<file path="config.mk">
export PLATFORM = sky130hd
export DESIGN_NAME = seq_detect_sched_flat
export DESIGN_NICKNAME = d
export VERILOG_FILES = /design/src/rtl/seq_detect_sched_if.sv /design/src/rtl/seq_detect_sched.sv /design/src/flat_wrapper.sv
export SDC_FILE = /design/constraint.sdc
export NUM_CORES = 1
export LEC_CHECK = 0
export CAP_MARGIN = 0
export CORE_MARGIN = 1
export CORE_UTILIZATION = 42
export DETAILED_ROUTE_END_ITERATION = 12
export PLACE_DENSITY_LB_ADDON = 0.2
export SETUP_SLACK_MARGIN = 0.02
export SYNTH_ARGS = -nofsm -noshare
export SYNTH_HDL_FRONTEND = slang
export SYNTH_SLANG_ARGS = --single-unit
</file>
<file path="constraint.sdc">
create_clock -name clk -period 1.7 [get_ports clk]
set_clock_uncertainty 0.2 [all_clocks]
set_input_delay 0.34 -clock clk [delete_from_list [all_inputs] [get_ports clk]]
set_output_delay 0.34 -clock clk [all_outputs]
set_load 0.02 [all_outputs]
</file>
<file path="src/rtl/seq_detect_sched_if.sv">
// rtl/seq_detect_sched_if.sv - requester/response handshake bundle for seq_detect_sched
// Purpose: groups the two word requesters and the result channel.
// Ports:
//   req0_*/req1_* : valid/data in, ready out (word accepted when valid && ready)
//   rsp_*         : valid/id/count out, ready in
//   slave modport : scheduler side; master modport : producer/consumer side
interface seq_detect_sched_if #(
   parameter int WORD_W = 8
);
   logic              req0_valid;
   logic [WORD_W-1:0] req0_data;
   logic              req0_ready;
   logic              req1_valid;
   logic [WORD_W-1:0] req1_data;
   logic              req1_ready;
   logic              rsp_valid;
   logic              rsp_ready;
   logic              rsp_id;
   logic [3:0]        rsp_count;

   modport slave (
      input  req0_valid, req0_data, req1_valid, req1_data, rsp_ready,
      output req0_ready, req1_ready, rsp_valid, rsp_id, rsp_count
   );

   modport master (
      output req0_valid, req0_data, req1_valid, req1_data, rsp_ready,
      input  req0_ready, req1_ready, rsp_valid, rsp_id, rsp_count
   );
endinterface

</file>
<file path="src/rtl/seq_detect_sched.sv">
// rtl/seq_detect_sched.sv - round-robin scheduler sharing one serial overlapping pattern detector
// Purpose: accepts 8-bit words from two requesters, shifts the granted word
//   MSB-first through a programmable Mealy detector and returns the match
//   count tagged with the requester id.
// Ports:
//   clk, sync_reset : clock, synchronous active-high reset
//   cfg_we, cfg_pattern : pattern write (honoured in IDLE only)
//   bus         : requester/response handshakes (slave modport)
//   match_pulse : high in the SHIFT cycle whose bit completes a match
//   busy        : high in SHIFT and DONE
//   state       : 0 IDLE, 1 SHIFT, 2 DONE
module seq_detect_sched #(
   parameter int                 WORD_W        = 8,
   parameter int                 PAT_LEN       = 4,
   parameter logic [PAT_LEN-1:0] RESET_PATTERN = 4'b1011
) (
   input  logic               clk,
   input  logic               sync_reset,
   input  logic               cfg_we,
   input  logic [PAT_LEN-1:0] cfg_pattern,
   seq_detect_sched_if.slave  bus,
   output logic               match_pulse,
   output logic               busy,
   output logic [1:0]         state
);
   localparam int CNT_W = $clog2(WORD_W);
   localparam logic [CNT_W-1:0] MIN_BITS = CNT_W'(PAT_LEN - 1);
   localparam logic [CNT_W-1:0] LAST_IDX = CNT_W'(WORD_W - 1);

   typedef enum logic [1:0] {
      ST_IDLE  = 2'd0,
      ST_SHIFT = 2'd1,
      ST_DONE  = 2'd2
   } state_t;

   state_t             cur_state;
   state_t             nxt_state;

   logic [WORD_W-1:0]  shreg;
   logic [PAT_LEN-2:0] hist;
   logic [CNT_W-1:0]   bit_cnt;
   logic [3:0]         count;
   logic [PAT_LEN-1:0] pattern;
   logic               last_grant;
   logic               rsp_id_q;

   logic               grant;
   logic               grant_valid;
   logic               accept;
   logic               shift_bit;
   logic [PAT_LEN-1:0] window;
   logic               window_hit;
   logic               last_bit;

   // Round-robin: on a tie the requester not served last wins; reset
   // leaves last_grant at 1 so req0 takes the first tie.
   always_comb begin
      grant_valid = bus.req0_valid | bus.req1_valid;
      if (bus.req0_valid && bus.req1_valid) begin
         grant = ~last_grant;
      end else begin
         grant = bus.req1_valid;
      end
   end

   assign accept         = (cur_state == ST_IDLE) && grant_valid;
   assign bus.req0_ready = (cur_state == ST_IDLE) && bus.req0_valid && !grant;
   assign bus.req1_ready = (cur_state == ST_IDLE) && bus.req1_valid && grant;

   // The window includes the bit being shifted now, so a match is flagged in
   // the same cycle (Mealy). Bits from before this word never qualify because
   // the history is cleared on accept and bit_cnt gates the first PAT_LEN-1.
   assign shift_bit  = shreg[WORD_W-1];
   assign window     = {hist, shift_bit};
   assign window_hit = (window == pattern) && (bit_cnt >= MIN_BITS);
   assign last_bit   = (bit_cnt == LAST_IDX);

   always_ff @(posedge clk) begin
      if (sync_reset) begin
         cur_state <= ST_IDLE;
      end else begin
         cur_state <= nxt_state;
      end
   end

   always_comb begin
      nxt_state   = cur_state;
      match_pulse = 1'b0;
      case (cur_state)
         ST_IDLE: begin
            if (accept) begin
               nxt_state = ST_SHIFT;
            end
         end
         ST_SHIFT: begin
            match_pulse = window_hit;
            if (last_bit) begin
               nxt_state = ST_DONE;
            end
         end
         ST_DONE: begin
            if (bus.rsp_ready) begin
               nxt_state = ST_IDLE;
            end
         end
         default: begin
            nxt_state = ST_IDLE;
         end
      endcase
   end

   always_ff @(posedge clk) begin
      if (sync_reset) begin
         pattern    <= RESET_PATTERN;
         last_grant <= 1'b1;
         shreg      <= '0;
         hist       <= '0;
         bit_cnt    <= '0;
         count      <= '0;
         rsp_id_q   <= 1'b0;
      end else begin
         // Pattern only matters from the next SHIFT cycle on, so a write in
         // the accept cycle is naturally seen by the accepted word.
         if ((cur_state == ST_IDLE) && cfg_we) begin
            pattern <= cfg_pattern;
         end
         if (accept) begin
            shreg      <= grant ? bus.req1_data : bus.req0_data;
            hist       <= '0;
            bit_cnt    <= '0;
            count      <= '0;
            rsp_id_q   <= grant;
            last_grant <= grant;
         end else if (cur_state == ST_SHIFT) begin
            shreg   <= {shreg[WORD_W-2:0], 1'b0};
            hist    <= window[PAT_LEN-2:0];
            bit_cnt <= bit_cnt + CNT_W'(1);
            if (window_hit) begin
               count <= count + 4'd1;
            end
         end
      end
   end

   assign bus.rsp_valid = (cur_state == ST_DONE);
   assign bus.rsp_id    = rsp_id_q;
   assign bus.rsp_count = count;
   assign busy          = (cur_state != ST_IDLE);
   assign state         = cur_state;
endmodule

</file>
<file path="src/flat_wrapper.sv">
// flat-port wrapper written by rule: the top's interface ports become plain ports
module seq_detect_sched_flat 
#(
   parameter int                 WORD_W        = 8,
   parameter int                 PAT_LEN       = 4,
   parameter logic [PAT_LEN-1:0] RESET_PATTERN = 4'b1011
)
  (clk, sync_reset, cfg_we, cfg_pattern, match_pulse, busy, state, bus_req0_valid, bus_req0_data, bus_req1_valid, bus_req1_data, bus_rsp_ready, bus_req0_ready, bus_req1_ready, bus_rsp_valid, bus_rsp_id, bus_rsp_count);
  seq_detect_sched_if #(.WORD_W(WORD_W)) bus_i ();
  input  logic clk;
  input  logic sync_reset;
  input  logic cfg_we;
  input  logic [PAT_LEN-1:0] cfg_pattern;
  output logic match_pulse;
  output logic busy;
  output logic [1:0] state;
  input wire logic [$bits(bus_i.req0_valid)-1:0] bus_req0_valid;
  input wire logic [$bits(bus_i.req0_data)-1:0] bus_req0_data;
  input wire logic [$bits(bus_i.req1_valid)-1:0] bus_req1_valid;
  input wire logic [$bits(bus_i.req1_data)-1:0] bus_req1_data;
  input wire logic [$bits(bus_i.rsp_ready)-1:0] bus_rsp_ready;
  output wire logic [$bits(bus_i.req0_ready)-1:0] bus_req0_ready;
  output wire logic [$bits(bus_i.req1_ready)-1:0] bus_req1_ready;
  output wire logic [$bits(bus_i.rsp_valid)-1:0] bus_rsp_valid;
  output wire logic [$bits(bus_i.rsp_id)-1:0] bus_rsp_id;
  output wire logic [$bits(bus_i.rsp_count)-1:0] bus_rsp_count;
  assign bus_i.req0_valid = bus_req0_valid;
  assign bus_i.req0_data = bus_req0_data;
  assign bus_i.req1_valid = bus_req1_valid;
  assign bus_i.req1_data = bus_req1_data;
  assign bus_i.rsp_ready = bus_rsp_ready;
  assign bus_req0_ready = bus_i.req0_ready;
  assign bus_req1_ready = bus_i.req1_ready;
  assign bus_rsp_valid = bus_i.rsp_valid;
  assign bus_rsp_id = bus_i.rsp_id;
  assign bus_rsp_count = bus_i.rsp_count;
  seq_detect_sched #(.WORD_W(WORD_W), .PAT_LEN(PAT_LEN), .RESET_PATTERN(RESET_PATTERN)) u_core (.clk(clk), .sync_reset(sync_reset), .cfg_we(cfg_we), .cfg_pattern(cfg_pattern), .bus(bus_i), .match_pulse(match_pulse), .busy(busy), .state(state));
endmodule
</file>
==> metrics.md, run 1 <==
| Metric | Value |
|---|---|
| Outcome | `complete, but fails checks` |
| Violations in the final reports | `design-rule violations, negative setup slack` |
| GR Util All Layers | `0.217` |
| Routability Congestion | `0.764` |
| Post-synthesis instance area | `1290 µm²` |
| Tcrit/Tclk final | `1.20` |
| Die Footprint | `3290 µm²` |
| TritonCTS clock tree | `done` |
| Ant diodes | `0` |
| Maximum number of pins on one net before global-route repair | `17` |
| Via count | `1343` |
| Worst-path clk slew | `0.13 ns` |
| Setup repair after global routing missed its margin | `true` |
| Synthesized instance count | `149` |
| Routed len/inst | `14.1 µm` |
| Wire length of the first global-routing pass | `5.44 mm` |
| Fmax | `0.492 GHz` |
| Share of synthesized area occupied by flip-flops and latches | `0.404` |
| P_leak | `0.888 nW` |
| Number of max-cap violations | `0` |
| Signal arrival time at the worst endpoint | `1.49 ns` |
| Most common cell on crit path | `sky130_fd_sc_hd__buf_4` |
| Vias in the first global route | `1313` |
| Number of synthesis warnings | `0` |
| Num CTS Buffers | `3` |
| Min-Delay Path Class | `flop to flop` |
| Minimum period implied by the final worst setup slack | `2.03 ns` |
| Top post-synthesis cells by area | `sky130_fd_sc_hd__dfxtp_1 40%, sky130_fd_sc_hd__nand2_1 8.7%, sky130_fd_sc_hd__a211oi_1 5.8%, sky130_fd_sc_hd__a311oi_1 4.8%, sky130_fd_sc_hd__nor2b_1 4.4%` |
| Worst setup margin | `-0.332 ns` |
| Number of hold violations in the final report | `0` |
| Depth of the worst register-to-register path | `8` |
| Critical path, cell by cell | `buf_4 -> buf_4 -> a211o_1 -> nand4_4 -> nor2_2 -> buf_6` |
| Number of iterations in the first detailed-routing pass | `8` |
| Required time of the critical path | `1.16 ns` |
| Routed wire length | `3.54 mm` |
| Post-synthesis net count | `179` |
| Effective utilization at floorplan | `0.455` |
| Worst IR drop on VDD | `0.493 mV` |
| Distinct cells, synth | `35` |
| TNS Setup | `-1.26 ns` |
| Cell type with the highest aggregate area in the netlist | `sky130_fd_sc_hd__dfxtp_1` |
| Synth Register Bits | `26` |
| Antenna violations before repair | `0` |
| Hold path depth | `2` |
| Post-detailed-route DRC marker count | `4` |
| Post-route standard cell area excluding fillers | `2160 µm²` |
| Chip height | `57.4 µm` |
| Post-layout total power | `1.34 mW` |
| Sink Count | `26` |
| Number of DRC violations after detailed-routing iteration 0 | `41` |
| Critical path type | `flop to output port` |
| Cell type of the slowest stage on the worst timing path | `sky130_fd_sc_hd__dfxtp_2` |
| Worst-Skew Late Latency | `0.32 ns` |
| Setup Viol. Count Final | `8` |
| Maximum clock insertion buffer count | `2` |
| Remaining Overflow, GRT | `0` |
| Worst-path fanout max | `2` |
| Average cell area after synthesis | `8.64 µm²` |
| Critical path's largest stage delay | `0.36 ns` |
| Power per cell area | `624 nW/µm²` |
| Pins over their slew limit | `0` |
| # port buffers | `37` |
| CTS H-tree depth | `1` |
| Estimated wirelength of the detail-placed design | `2.28 mm` |
| # rows | `19` |
| Net count, final | `253` |
| Relative area change from synthesis to final layout | `67.4%` |
| Buffer cell driving the clock tree root | `sky130_fd_sc_hd__clkbuf_4` |
| Startpoint types | `flop` |
| Fraction of final layout cells with drive strength greater than 1 | `0.380` |
| Fraction of synthesized cell area taken by the top area cell type | `0.404` |
| Top-Level Pins | `38` |
| Core Area | `2830 µm²` |
| Width of the die | `57.4 µm` |
| Filler cell count | `207` |
| DR vias/cell | `5.33` |
| Placement-stage cell area | `1860 µm²` |
| Kind of end point of the critical path | `output port` |
| Number of nets still failing antenna checks after routing | `0` |
| Actual slew at the worst max-slew pin | `0.427 ns` |
| Slew Limit Headroom | `0.715` |
## critical path: cells and delay by family (launching register included)
kind / cells / cell delay [ns]
AOI/OAI and AO/OA: 1 / 0.32
buffers and inverters: 3 / 0.37
DFF: 1 / 0.36
and+or+nand+nor: 2 / 0.12
## flip-flops by register name, indices dropped and copies added (netlist names)
| register | cells |
|---|---|
| u_core.pattern | 4 |
| u_core.hist | 3 |
| u_core.bus.rsp_id | 1 |
| u_core.bit_cnt | 3 |
| u_core.bus.rsp_count | 4 |
| u_core.last_grant | 1 |
| u_core.shreg | 8 |
| u_core.state | 2 |
## layout make-up
cell class,count,area (µm²),share of cell area
sequential,26,529,0.246
timing repair buffer,75,687,0.319
tap,31,38.8,0.0180
clock buffer,3,22.5,0.0104
multi-input combinational,111,856,0.397
inverter,6,22.5,0.0104
## logic make-up (layout without fill, tap and decap cells)
family | after synthesis | count (layout) | synth area share
AND/OR/NAND/NOR | 65 | 65 | 0.256
AO/OA/AOI/OAI | 37 | 37 | 0.210
flip-flops | 26 | 26 | 0.404
buffers and inverters | 12 | 84 | 0.0428
XOR/XNOR | 5 | 5 | 0.0486
adder cells (fa/ha/maj) | 4 | 4 | 0.0389
## cells in the final DEF (no fill, tap or decap), drive strengths merged
cell,synthesis,final
and2b,1,1
nand3,8,8
o31ai,2,2
o21ai,2,2
a221o,1,1
a22oi,1,1
nor3,1,1
o21a,1,1
a311oi,7,7
a21boi,1,1
buf,3,43
nand4,1,1
inv,6,6
nor2,7,7
or2b,1,1
xnor2,5,5
clkdlybuf4s15,0,2
and2,1,1
dfxtp,26,26
nand2,31,31
nor2b,10,10
or4,2,2
a21oi,10,10
nand2b,1,1
clkdlybuf4s50,0,23
o21ba,1,1
a211oi,10,10
a211o,1,1
or3,1,1
dlygate4sd2,0,6
ha,4,4
clkbuf,3,4
## routing by layer
metal | track usage | part of all wire
met1 | 0.228 | 0.43
met2 | 0.400 | 0.51
met3 | 0.0476 | 0.047
met4 | 0.111 | 0.015
met5 | 0 | 0
## report_power, final
part / internal [mW] / total (mW) / switching, mW / leakage (nW)
clock network: 0.0833 / 0.258 / 0.175 / 0.0138
registers: 0.648 / 0.675 / 0.0269 / 0.215
logic: 0.222 / 0.412 / 0.190 / 0.659
## Yosys cell counts
cell                       instances
sky130_fd_sc_hd__a211o_1           1
sky130_fd_sc_hd__a211oi_1         10
sky130_fd_sc_hd__a21boi_2          1
sky130_fd_sc_hd__a21oi_1          10
sky130_fd_sc_hd__a221o_1           1
sky130_fd_sc_hd__a22oi_1           1
sky130_fd_sc_hd__a311oi_1          7
sky130_fd_sc_hd__and2_1            1
sky130_fd_sc_hd__and2b_1           1
sky130_fd_sc_hd__buf_2             2
sky130_fd_sc_hd__buf_6             1
sky130_fd_sc_hd__clkbuf_1          3
sky130_fd_sc_hd__dfxtp_1          26
sky130_fd_sc_hd__ha_1              4
sky130_fd_sc_hd__inv_1             6
sky130_fd_sc_hd__nand2_1          30
sky130_fd_sc_hd__nand2_4           1
sky130_fd_sc_hd__nand2b_1          1
sky130_fd_sc_hd__nand3_1           8
sky130_fd_sc_hd__nand4_2           1
sky130_fd_sc_hd__nor2_1            6
sky130_fd_sc_hd__nor2_2            1
sky130_fd_sc_hd__nor2b_1           9
sky130_fd_sc_hd__nor2b_4           1
sky130_fd_sc_hd__nor3_1            1
sky130_fd_sc_hd__o21a_1            1
sky130_fd_sc_hd__o21ai_0           1
sky130_fd_sc_hd__o21ai_2           1
sky130_fd_sc_hd__o21ba_2           1
sky130_fd_sc_hd__o31ai_1           2
sky130_fd_sc_hd__or2b_1            1
sky130_fd_sc_hd__or3_1             1
sky130_fd_sc_hd__or4_1             2
sky130_fd_sc_hd__xnor2_1           4
sky130_fd_sc_hd__xnor2_4           1
## path summary, 6_finish.rpt
check	end	start	slack, ns
worst max-delay path	match_pulse	u_core.bit_cnt[1]	-0.33
worst min-delay path	u_core.pattern[2]	u_core.pattern[2]	0.28
worst max register to register	u_core.bus.rsp_count[3]	u_core.bit_cnt[1]	-0.21
worst min register to register	u_core.pattern[2]	u_core.pattern[2]	0.28
## per-stage QoR
stage | hold slack [ns] | worst slack (ns) | cells | utilization
floorplan | 0.212 | 0.0119 | 149 | -
global placement | 0.258 | -0.560 | 235 | 0.658
detailed placement | 0.266 | -0.601 | 235 | 0.658
CTS | 0.285 | -0.384 | 247 | 0.703
global route | 0.298 | -0.377 | 252 | 0.762
finish | 0.284 | -0.332 | 252 | 0.762
## timing repair
| action | in CTS | in global routing |
|---|---|---|
| cloned | 0 | 1 |
| hold buffers | 0 | 0 |
| pin swaps | 6 | 10 |
| resized for setup | 50 | 37 |
| endpoints found under the setup margin | 16 | 24 |
| setup buffers | 9 | 4 |
Power figures use the tool's default switching activity.
==> run 2: changes to the inputs <==
--- a/config.mk
+++ b/config.mk
@@ -9,7 +9,7 @@
 export CORE_MARGIN = 1
 export CORE_UTILIZATION = 42
 export DETAILED_ROUTE_END_ITERATION = 12
-export PLACE_DENSITY_LB_ADDON = 0.2
+export PLACE_DENSITY_LB_ADDON = 0.08
 export SETUP_SLACK_MARGIN = 0.02
 export SYNTH_ARGS = -nofsm -noshare
 export SYNTH_HDL_FRONTEND = slang
==> run 2 against run 1 <==
  * The run still ends with design-rule violations, negative setup slack left
  * First-iteration DRC count down 37%
  * Sequential share of layout area up 0.86 points
  * Core utilization shrank 2.7 points
  * Design area shrank 3.6%
  * Fmax is 0.25% higher
  * Clock power rose by 21%
  * Worst setup slack better by 0.0051 ns
  * Cell count down 1.2%
  * Global-route usage down 1.8 points
  * Sequential power barely moved
  * Sequential cell count is the same
==> metrics.md, run 2 (same netlist as run 1, synthesis figures left out) <==
| Metric | Value |
|---|---|
| Outcome | `complete, but fails checks (unchanged)` |
| Violations in the final reports | `design-rule violations, negative setup slack (unchanged)` |
| Number of DRC violations after detailed-routing iteration 0 | `26 (was 41)` |
| Routed wire length | `3.00 mm (was 3.54 mm)` |
| Setup Viol. Count Final | `8 (unchanged)` |
| TritonCTS clock tree | `done (unchanged)` |
| Critical path type | `flop to output port (unchanged)` |
| Clock group share of total power | `0.232 (was 0.192)` |
| Power per cell area | `651 nW/µm² (was 624 nW/µm²)` |
| Post-layout instance count excluding filler cells | `249 (was 252)` |
| Antenna violations before repair | `0 (unchanged)` |
| Maximum number of pins on one net before global-route repair | `17 (unchanged)` |
| Flip-flop count of the largest register, all copies and words added | `8 (unchanged)` |
| Vias in the first global route | `1318 (was 1313)` |
| Actual slew at the worst max-slew pin | `0.333 ns (was 0.427 ns)` |
| Routed len/inst | `12.0 µm (was 14.1 µm)` |
| Fmax | `0.493 GHz (was 0.492 GHz)` |
| Fraction of final layout cells with drive strength greater than 1 | `0.317 (was 0.380)` |
| Leading cell types in the layout, fill and taps excluded | `29 x sky130_fd_sc_hd__nand2_1, 26 x sky130_fd_sc_hd__buf_4, 23 x sky130_fd_sc_hd__clkdlybuf4s50_1 (was 28 x sky130_fd_sc_hd__nand2_1, 28 x sky130_fd_sc_hd__buf_4, 23 x sky130_fd_sc_hd__clkdlybuf4s50_1)` |
| Maximum clock insertion buffer count | `2 (unchanged)` |
| Cell total after placement | `234 (was 235)` |
| Number of max-cap violations | `0 (unchanged)` |
| Num CTS Buffers | `3 (unchanged)` |
| Hold_sp | `u_core.shreg[1] (was u_core.pattern[2])` |
| Relative area change from synthesis to final layout | `61.4% (was 67.4%)` |
| Number of iterations in the first detailed-routing pass | `8 (unchanged)` |
| Wire length of the first global-routing pass | `5.22 mm (was 5.44 mm)` |
| Number of hold violations in the final report | `0 (unchanged)` |
| R2R Path Start | `u_core.bit_cnt[0] (was u_core.bit_cnt[1])` |
| Worst setup startpoint | `u_core.bit_cnt[0] (was u_core.bit_cnt[1])` |
| Worst-Skew Late Latency | `0.32 ns (about the same)` |
| Top-Level Pins | `38 (unchanged)` |
| Pins over their slew limit | `0 (unchanged)` |
| Worst setup margin | `-0.327 ns (was -0.332 ns)` |
| Switching Fraction | `0.275 (was 0.291)` |
| Minimum period implied by the final worst setup slack | `2.03 ns (about the same)` |
| Tcrit/Tclk final | `1.19 (was 1.20)` |
| Required time of the critical path | `1.16 ns (about the same)` |
| Filler cell count | `241 (was 207)` |
| Part of the power in combinational logic | `0.270 (was 0.306)` |
| Via count | `1308 (was 1343)` |
| Setup repair after global routing missed its margin | `true (unchanged)` |
| Estimated wirelength of the detail-placed design | `2.22 mm (was 2.28 mm)` |
| Remaining Overflow, GRT | `0 (unchanged)` |
| Worst IR drop on VDD | `0.565 mV (was 0.493 mV)` |
| Top reg by flops | `u_core.shreg (unchanged)` |
| Number of nets still failing antenna checks after routing | `0 (unchanged)` |
| Post-layout total power | `1.35 mW (was 1.34 mW)` |
| # port buffers | `37 (unchanged)` |
| Core Area | `2830 µm² (unchanged)` |
| Net count, final | `249 (was 253)` |
| CTS H-tree depth | `1 (unchanged)` |
| Buffer cell driving the clock tree root | `sky130_fd_sc_hd__clkbuf_4 (unchanged)` |
| Flop pwr share | `0.498 (was 0.502)` |
| Ant diodes | `0 (unchanged)` |
| Reported net switching power | `0.373 mW (was 0.391 mW)` |
| Tightest hold margin | `0.279 ns (was 0.284 ns)` |
| Post-detailed-route DRC marker count | `1 (was 4)` |
| Kind of end point of the critical path | `output port (unchanged)` |
| # rows | `19 (unchanged)` |
| Signal arrival time at the worst endpoint | `1.49 ns (about the same)` |
| Die Footprint | `3290 µm² (unchanged)` |
| Slew Limit Headroom | `0.777 (was 0.715)` |
| Worst slack at placement | `-0.589 ns (was -0.601 ns)` |
| Effective utilization at floorplan | `0.455 (unchanged)` |
| GR Util All Layers | `0.199 (was 0.217)` |
| Total internal power | `0.980 mW (was 0.953 mW)` |
| Worst-path clk slew | `0.14 ns (was 0.13 ns)` |
| DR vias/cell | `5.25 (was 5.33)` |
| Routability Congestion | `0.708 (was 0.764)` |
| Startpoint types | `flop (unchanged)` |
| Most common cell after layout, fill and taps aside | `sky130_fd_sc_hd__nand2_1` |
| Chip height | `57.4 µm (unchanged)` |
| Width of the die | `57.4 µm (unchanged)` |
| Worst-path fanout max | `2 (unchanged)` |
| Sink Count | `26 (unchanged)` |
| Hold_buf cts | `0 (unchanged)` |
| P_leak | `0.864 nW (was 0.888 nW)` |
| Min-Delay Path Class | `flop to flop (unchanged)` |
run 2: worst max-delay path, cell delays in order (launching register included):
cell and delay (ns):
sky130_fd_sc_hd__dfxtp_2 0.36, sky130_fd_sc_hd__ha_4 0.16, sky130_fd_sc_hd__ha_4 0.15, sky130_fd_sc_hd__a211o_1 0.25
sky130_fd_sc_hd__nand4_4 0.08, sky130_fd_sc_hd__nor2_2 0.04, sky130_fd_sc_hd__buf_6 0.12
run 2: layout make-up:
class	count	area, µm²	area share
multi-input cells	111	796	0.383
well taps	31	38.8	0.0187
flip-flops and latches	26	528	0.254
inverters	6	22.5	0.0108
repair buffers	71	657	0.316
clock buffers	4	36.3	0.0175
run 2: routing by layer:
layer,wire length (µm),GRT usage,part of all wire,up-vias
met1,1300,0.225,0.44,608
met3,128,0.0454,0.043,4
li1,-,-,-,666
met4,21,0.0523,0.0070,0
met2,1540,0.370,0.51,30
met5,0,0,0,-
run 2: worst paths after layout:
path	to	cells past startpoint	slack [ns]
worst min-delay path	u_core.shreg[2]	2	0.28
worst max-delay path	match_pulse	6	-0.33
worst max register to register	u_core.bus.rsp_count[2]	7	-0.09
worst min register to register	u_core.shreg[2]	2	0.28
run 2: power by group through the flow:
stage	Clock (mW)	Sequential, mW	Combinational [mW]
after CTS	0.327	0.673	0.336
after global routing	0.343	0.679	0.403
final	0.313	0.674	0.366
after detailed placement	0	0.688	0.321
after floorplan	0	0.689	0.164
after global placement	0	0.687	0.311
run 2: metrics by stage:
stage / instance area (µm²) / setup TNS (ns) / util
2_1_floorplan: 1300 / 0 / -
3_5_place_dp: 1850 / -5.11 / 0.655
5_1_grt: 2080 / -1.76 / 0.735
4_1_cts: 1980 / -1.17 / 0.700
3_3_place_gp: 1850 / -4.27 / 0.655
6_report: 2080 / -1.10 / 0.735
run 2: timing repair:
action / in CTS / in global routing
setup buffers: 6 / 8
pin swaps: 6 / 6
gates resized for setup: 50 / 20
endpoints found under the setup margin: 16 / 13
==> edit 1, RTL diff (config.mk and constraints of run 1) <==
Add an input register stage for `cfg_we` and `cfg_pattern`; this delays them by one clock. The other inputs are not delayed to match.
--- a/src/rtl/seq_detect_sched.sv
+++ b/src/rtl/seq_detect_sched.sv
@@ -32,6 +32,14 @@
       ST_SHIFT = 2'd1,
       ST_DONE  = 2'd2
    } state_t;
+
+   logic cfg_we_q;
+   logic [PAT_LEN-1:0] cfg_pattern_q;
+
+   always_ff @(posedge clk) begin
+      cfg_we_q      <= cfg_we;
+      cfg_pattern_q <= cfg_pattern;
+   end
 
    state_t             cur_state;
    state_t             nxt_state;
@@ -121,8 +129,8 @@
       end else begin
          // Pattern only matters from the next SHIFT cycle on, so a write in
          // the accept cycle is naturally seen by the accepted word.
-         if ((cur_state == ST_IDLE) && cfg_we) begin
-            pattern <= cfg_pattern;
+         if ((cur_state == ST_IDLE) && cfg_we_q) begin
+            pattern <= cfg_pattern_q;
          end
          if (accept) begin
             shreg      <= grant ? bus.req1_data : bus.req0_data;
Function: changed (Yosys sat finds a counterexample within 10 cycles, from zero or initial values and one cycle with sync_reset high).
==> edit 1 against run 1 <==
  * Worst setup slack got worse by 0.051 ns
  * Total power increased by 26%
  * Sequential cell count grew 5
  * Largest cell class unchanged
  * Synthesized area up 8.6%
  * Routed wire length shrank 2.9%
  * Critical endpoint unchanged
  * Clock power rose by 130%
  * Final area rose by 0.75%
  * Non-clock buffer count decreased by 9
  * The run ends with negative setup slack left
==> edit 1: results (changes against run 1) <==
| Metric | Value |
|---|---|
| Synth cell types | 34 (-2.9%) |
| Outcome | complete, but fails checks |
| Worst hold margin | 0.248 ns (-0.0365 ns) |
| Max-slew headroom | 0.761 (+0.0457) |
| Worst reg2reg endpoint | u_core.bus.rsp_count[2] |
| Placed cell area | 0.00202 mm^2 (+8.6%) |
| Compound-Gate Fraction of Synth Area | 0.178 (-0.0319) |
| Syn Nets | 193 (+7.8%) |
| GP Congestion | 0.826 (+8.0%) |
| Met3 Use GR | 0.0606 (+0.0130) |
| Setup slack after placement | -0.650 ns (-0.0490 ns) |
| Final wirelength | 3440 um (-2.9%) |
| Hold Crit Depth | 1 (-1) |
| Most frequent cells after synthesis | nand2_1, dfxtp_1, a21oi_1 |
| Post-synthesis mux area share | 0.0429 (+0.0429) |
| Syn Area/Cell | 8.58 um^2 (-0.68%) |
| Post-synthesis sequential area ratio | 0.444 (+0.0394) |
| Main area contributors after synthesis | dfxtp_1, nand2_1, o221a_2, a21oi_1, mux2i_1 |
| Reg2reg path depth | 7 (-1) |
| Max H-tree Level | 2 (+1) |
| TritonCTS Buffers | 5 (+2) |
| Hold Path End | u_core.cfg_pattern_q[3] |
| Met2 GRT Util | 0.413 (+0.0124) |
| Vias in the first global route | 1378 (+5.0%) |
| Share of cells above drive strength 1 | 0.312 (-0.0684) |
| Failing checks | negative setup slack |
| TNS Setup | -0.968 ns (+0.296 ns) |
| Adder-Cell Fraction of Synth Area | 0.0358 (-0.00309) |
| Initial detailed-routing violation count | 36 (-12%) |
| WL met3 | 142 um (-14%) |
| CP max stage delay | between 0.3 and 0.4 ns |
| Min-delay src | cfg_pattern[3] |
| Clock-pin slew on the worst setup and hold paths | 0.10 ns (-0.03 ns) |
| Final setup margin | -0.382 ns (-0.0506 ns) |
| HP Class | primary input to register |
| Static Leak | 0.982 nW (+11%) |
| HPWL Detailed | 2590 um (+14%) |
| DR WL met2 | 1790 um (-0.56%) |
| Fin cells | 275 (+9.1%) |
| Setup violators final | 7 (-1) |
| Initial Util | 0.451 (-0.00430) |
| Peak VDD IR | 479 uV (-2.7%) |
| GRT Total Usage | 0.226 (+0.00872) |
| Synth async-reset ratio | 0 (unchanged) |
| Worst Path Arrival | 1.54 ns (+0.05 ns) |
| Vias per Instance | 5.00 (-6.1%) |
| First-pass GRT wire length | 5850 um (+7.6%) |
| DR pass1 iterations | 4 (-4) |
| XOR/XNOR share of the synthesized area | 0.0367 (-0.0119) |
==> edit 1: layout make-up <==
class | count | area, um^2
clock buffers | 6 | 51.3
multi-input cells | 119 | 787
inverters | 7 | 26.3
repair buffers | 66 | 592
clock inverters | 2 | 35.0
well taps | 44 | 55.1
flip-flops and latches | 31 | 626
fillers | 271 | 931
==> edit 1: critical path, delay by kind of cell, from the launching register on <==
family,cells,cell delay (ns)
compound gates,1,0.24
fa+ha+maj,2,0.30
buf+inv,1,0.13
flops,1,0.35
simple gates,2,0.19
==> edit 1: power groups by stage <==
stage	Combinational [mW]	Sequential (mW)	Clock, mW
6_report	0.301	0.791	0.604
5_1_grt	0.331	0.795	0.640
4_1_cts	0.299	0.790	0.612
3_5_place_dp	0.295	0.806	0
3_3_place_gp	0.284	0.804	0
2_1_floorplan	0.146	0.806	0
==> edit 1: what timing repair did <==
item | 4_1_cts | 5_1_grt
pin swaps | 6 | 5
setup endpoints to repair | 18 | 18
gates resized for setup | 47 | 6
buffers inserted | 5 | 1
==> edit 2, RTL diff (config.mk and constraints of run 1) <==
Made on the original files. `WORD_W` is set to 8 in 3 places; all go to 4.
--- a/src/rtl/seq_detect_sched_if.sv
+++ b/src/rtl/seq_detect_sched_if.sv
@@ -5,7 +5,7 @@
 //   rsp_*         : valid/id/count out, ready in
 //   slave modport : scheduler side; master modport : producer/consumer side
 interface seq_detect_sched_if #(
-   parameter int WORD_W = 8
+   parameter int WORD_W = 4
 );
    logic              req0_valid;
    logic [WORD_W-1:0] req0_data;
--- a/src/rtl/seq_detect_sched.sv
+++ b/src/rtl/seq_detect_sched.sv
@@ -10,7 +10,7 @@
 //   busy        : high in SHIFT and DONE
 //   state       : 0 IDLE, 1 SHIFT, 2 DONE
 module seq_detect_sched #(
-   parameter int                 WORD_W        = 8,
+   parameter int                 WORD_W        = 4,
    parameter int                 PAT_LEN       = 4,
    parameter logic [PAT_LEN-1:0] RESET_PATTERN = 4'b1011
 ) (
--- a/src/flat_wrapper.sv
+++ b/src/flat_wrapper.sv
@@ -1,7 +1,7 @@
 // flat-port wrapper written by rule: the top's interface ports become plain ports
 module seq_detect_sched_flat 
 #(
-   parameter int                 WORD_W        = 8,
+   parameter int                 WORD_W        = 4,
    parameter int                 PAT_LEN       = 4,
    parameter logic [PAT_LEN-1:0] RESET_PATTERN = 4'b1011
 )
Interface: changed (resized bus_req0_data and bus_req1_data); port bits go from 38 to 30. No check against the original RTL was run, so the function may have changed too.
==> edit 2 against run 1 <==
  * The flow finishes with violations (negative setup slack)
  * Die area fell by 22%
  * Sequential cell count down 5
  * First-iteration DRC count down 71%
  * Routed wire length fell by 26%
  * Final cell count decreased by 20%
  * Synthesized area is 23% lower
  * Worst setup slack better by 0.25 ns
  * Highest routed layer unchanged
  * Sequential power is 21% lower
  * Final area fell by 23%
  * Combinational power fell by 38%
  * Total power decreased by 24%
  * Sequential share of layout area up 1.6 points
  * Count of clock-buffer cells in the layout up 1
==> edit 2: results (changes against run 1) <==
| Metric | Value |
|---|---|
| Post-synthesis sequential area ratio | 0.422 (+0.0178) |
| Clock buffer depth | 2 (unchanged) |
| Mapped Cells | 113 (-24%) |
| Vias in the first global route | 1024 (-22%) |
| Outcome | complete, but fails checks |
| GP Congestion | 0.792 (+3.6%) |
| Metal-1 WL | 1150 um (-25%) |
| PortBufs | 29 (-22%) |
| DR WL met2 | 1370 um (-24%) |
| Latest clock arrival within the worst-skew pair | 0.30 ns (-0.02 ns) |
| Worst Path Arrival | 1.24 ns (-0.25 ns) |
| CP max stage delay | 0.38 ns (+0.02 ns) |
| Uppermost routed layer | met4 |
| First-pass GRT wire length | 4360 um (-20%) |
| Slowest cell on crit path | dfxtp_4 |
| Main area contributors after synthesis | dfxtp_1, nor2_1, mux2i_1, nand2_1, xnor2_1 |
| Max H-tree Level | 1 (unchanged) |
| Final wirelength | 2610 um (-26%) |
| Setup violators final | 3 (-5) |
| Vias per Instance | 5.15 (-3.3%) |
| Ant. Diodes | 0 (unchanged) |
| Fillers | 179 (-14%) |
| Max-slew headroom | 0.734 (+0.0184) |
| Synth async-reset ratio | 0 (unchanged) |
| Initial antenna violation count | 0 (unchanged) |
| Static Leak | 0.724 nW (-18%) |
| Placed cell count | 194 (-17%) |
| CTS Root Cell | clkbuf_4 |
| Largest net degree at the start of global routing | 14 (-3) |
| Final setup margin | -0.0779 ns (+0.254 ns) |
| Syn Nets | 133 (-26%) |
| Top cell family by delay on the critical path | simple AND/OR/NAND/NOR gates |
| DR pass1 iterations | 4 (-4) |
| TritonCTS Buffers | 3 (unchanged) |
| CP max FO | 4 (+2) |
| Share of cells above drive strength 1 | 0.387 (+0.00719) |
| Failing checks | negative setup slack |
| TNS Setup | -0.110 ns (+1.15 ns) |
| Peak VDD IR | 690 uV (+40%) |
| WL met3 | 77 um (-54%) |
| Clock-pin slew on the worst setup and hold paths | 0.11 ns (-0.02 ns) |
| Resized Gates After CTS | 59 (+18%) |
| Most frequent cells after synthesis | dfxtp_1, nor2_1, nand2_1 |
| HPWL Detailed | 1840 um (-19%) |
| Synth cell types | 32 (-8.6%) |
| Synth Warn # | 0 (unchanged) |
| GRT Total Usage | 0.226 (+0.00916) |
| Post-CTS setup buffers | 2 (-7) |
| DR WL/cell | 13.0 um (-7.7%) |
| Initial detailed-routing violation count | 12 (-71%) |
| Power per cell area | 614 mW/mm^2 (-1.6%) |
| HP Class | register to register |
## edit 2: layout make-up
type	count	area share
Multi-Input combinational cell	86	0.378
Timing Repair Buffer	59	0.317
Sequential cell	21	0.261
Tap cell	28	0.0210
Clock buffer	4	0.0157
Inverter	3	0.00674
## edit 2: path summary, 6_finish.rpt
check               startpoint                       to  slack, ns  depth (start not counted)
max            u_core.state[1]              match_pulse      -0.08                          4
min          u_core.bus.rsp_id        u_core.bus.rsp_id       0.30                          2
max reg2reg    u_core.state[1]  u_core.bus.rsp_count[3]      -0.01                          5
min reg2reg  u_core.bus.rsp_id        u_core.bus.rsp_id       0.30                          2
## edit 2: metal layers
layer | vias up | GRT usage
met1 | 488 | 0.268
li1 | 529 | -
met5 | - | 0
met3 | 2 | 0.0667
met4 | 0 | 0.0648
met2 | 17 | 0.391
## edit 2: power breakdown
group,total (mW),internal [mW],leakage (nW),switching (mW)
clock,0.236,0.0915,0.0150,0.145
combinational,0.256,0.147,0.536,0.109
sequential,0.533,0.515,0.173,0.0186
total,1.03,0.753,0.724,0.273
## edit 2: per-stage QoR
step | cell area (um^2) | setup WS, ns | power (mW) | hold slack, ns
detailed placement | 1520 | -0.689 | 0.768 | 0.278
CTS | 1620 | -0.0852 | 1.02 | 0.294
global route | 1670 | -0.167 | 1.08 | 0.321
floorplan | 1020 | 0.0262 | 0.647 | 0.234
global placement | 1520 | -0.653 | 0.763 | 0.263
finish | 1670 | -0.0779 | 1.03 | 0.299
## edit 2: cells by family after synthesis
kind of cell             after synthesis  synth area share
AO/OA/AOI/OAI                         26             0.183
XOR/XNOR                               5            0.0440
adder cells (fa/ha/maj)                2            0.0251
buffers and inverters                  6            0.0302
flip-flops                            21             0.422
multiplexers                           6            0.0616
AND/OR/NAND/NOR                       47             0.234
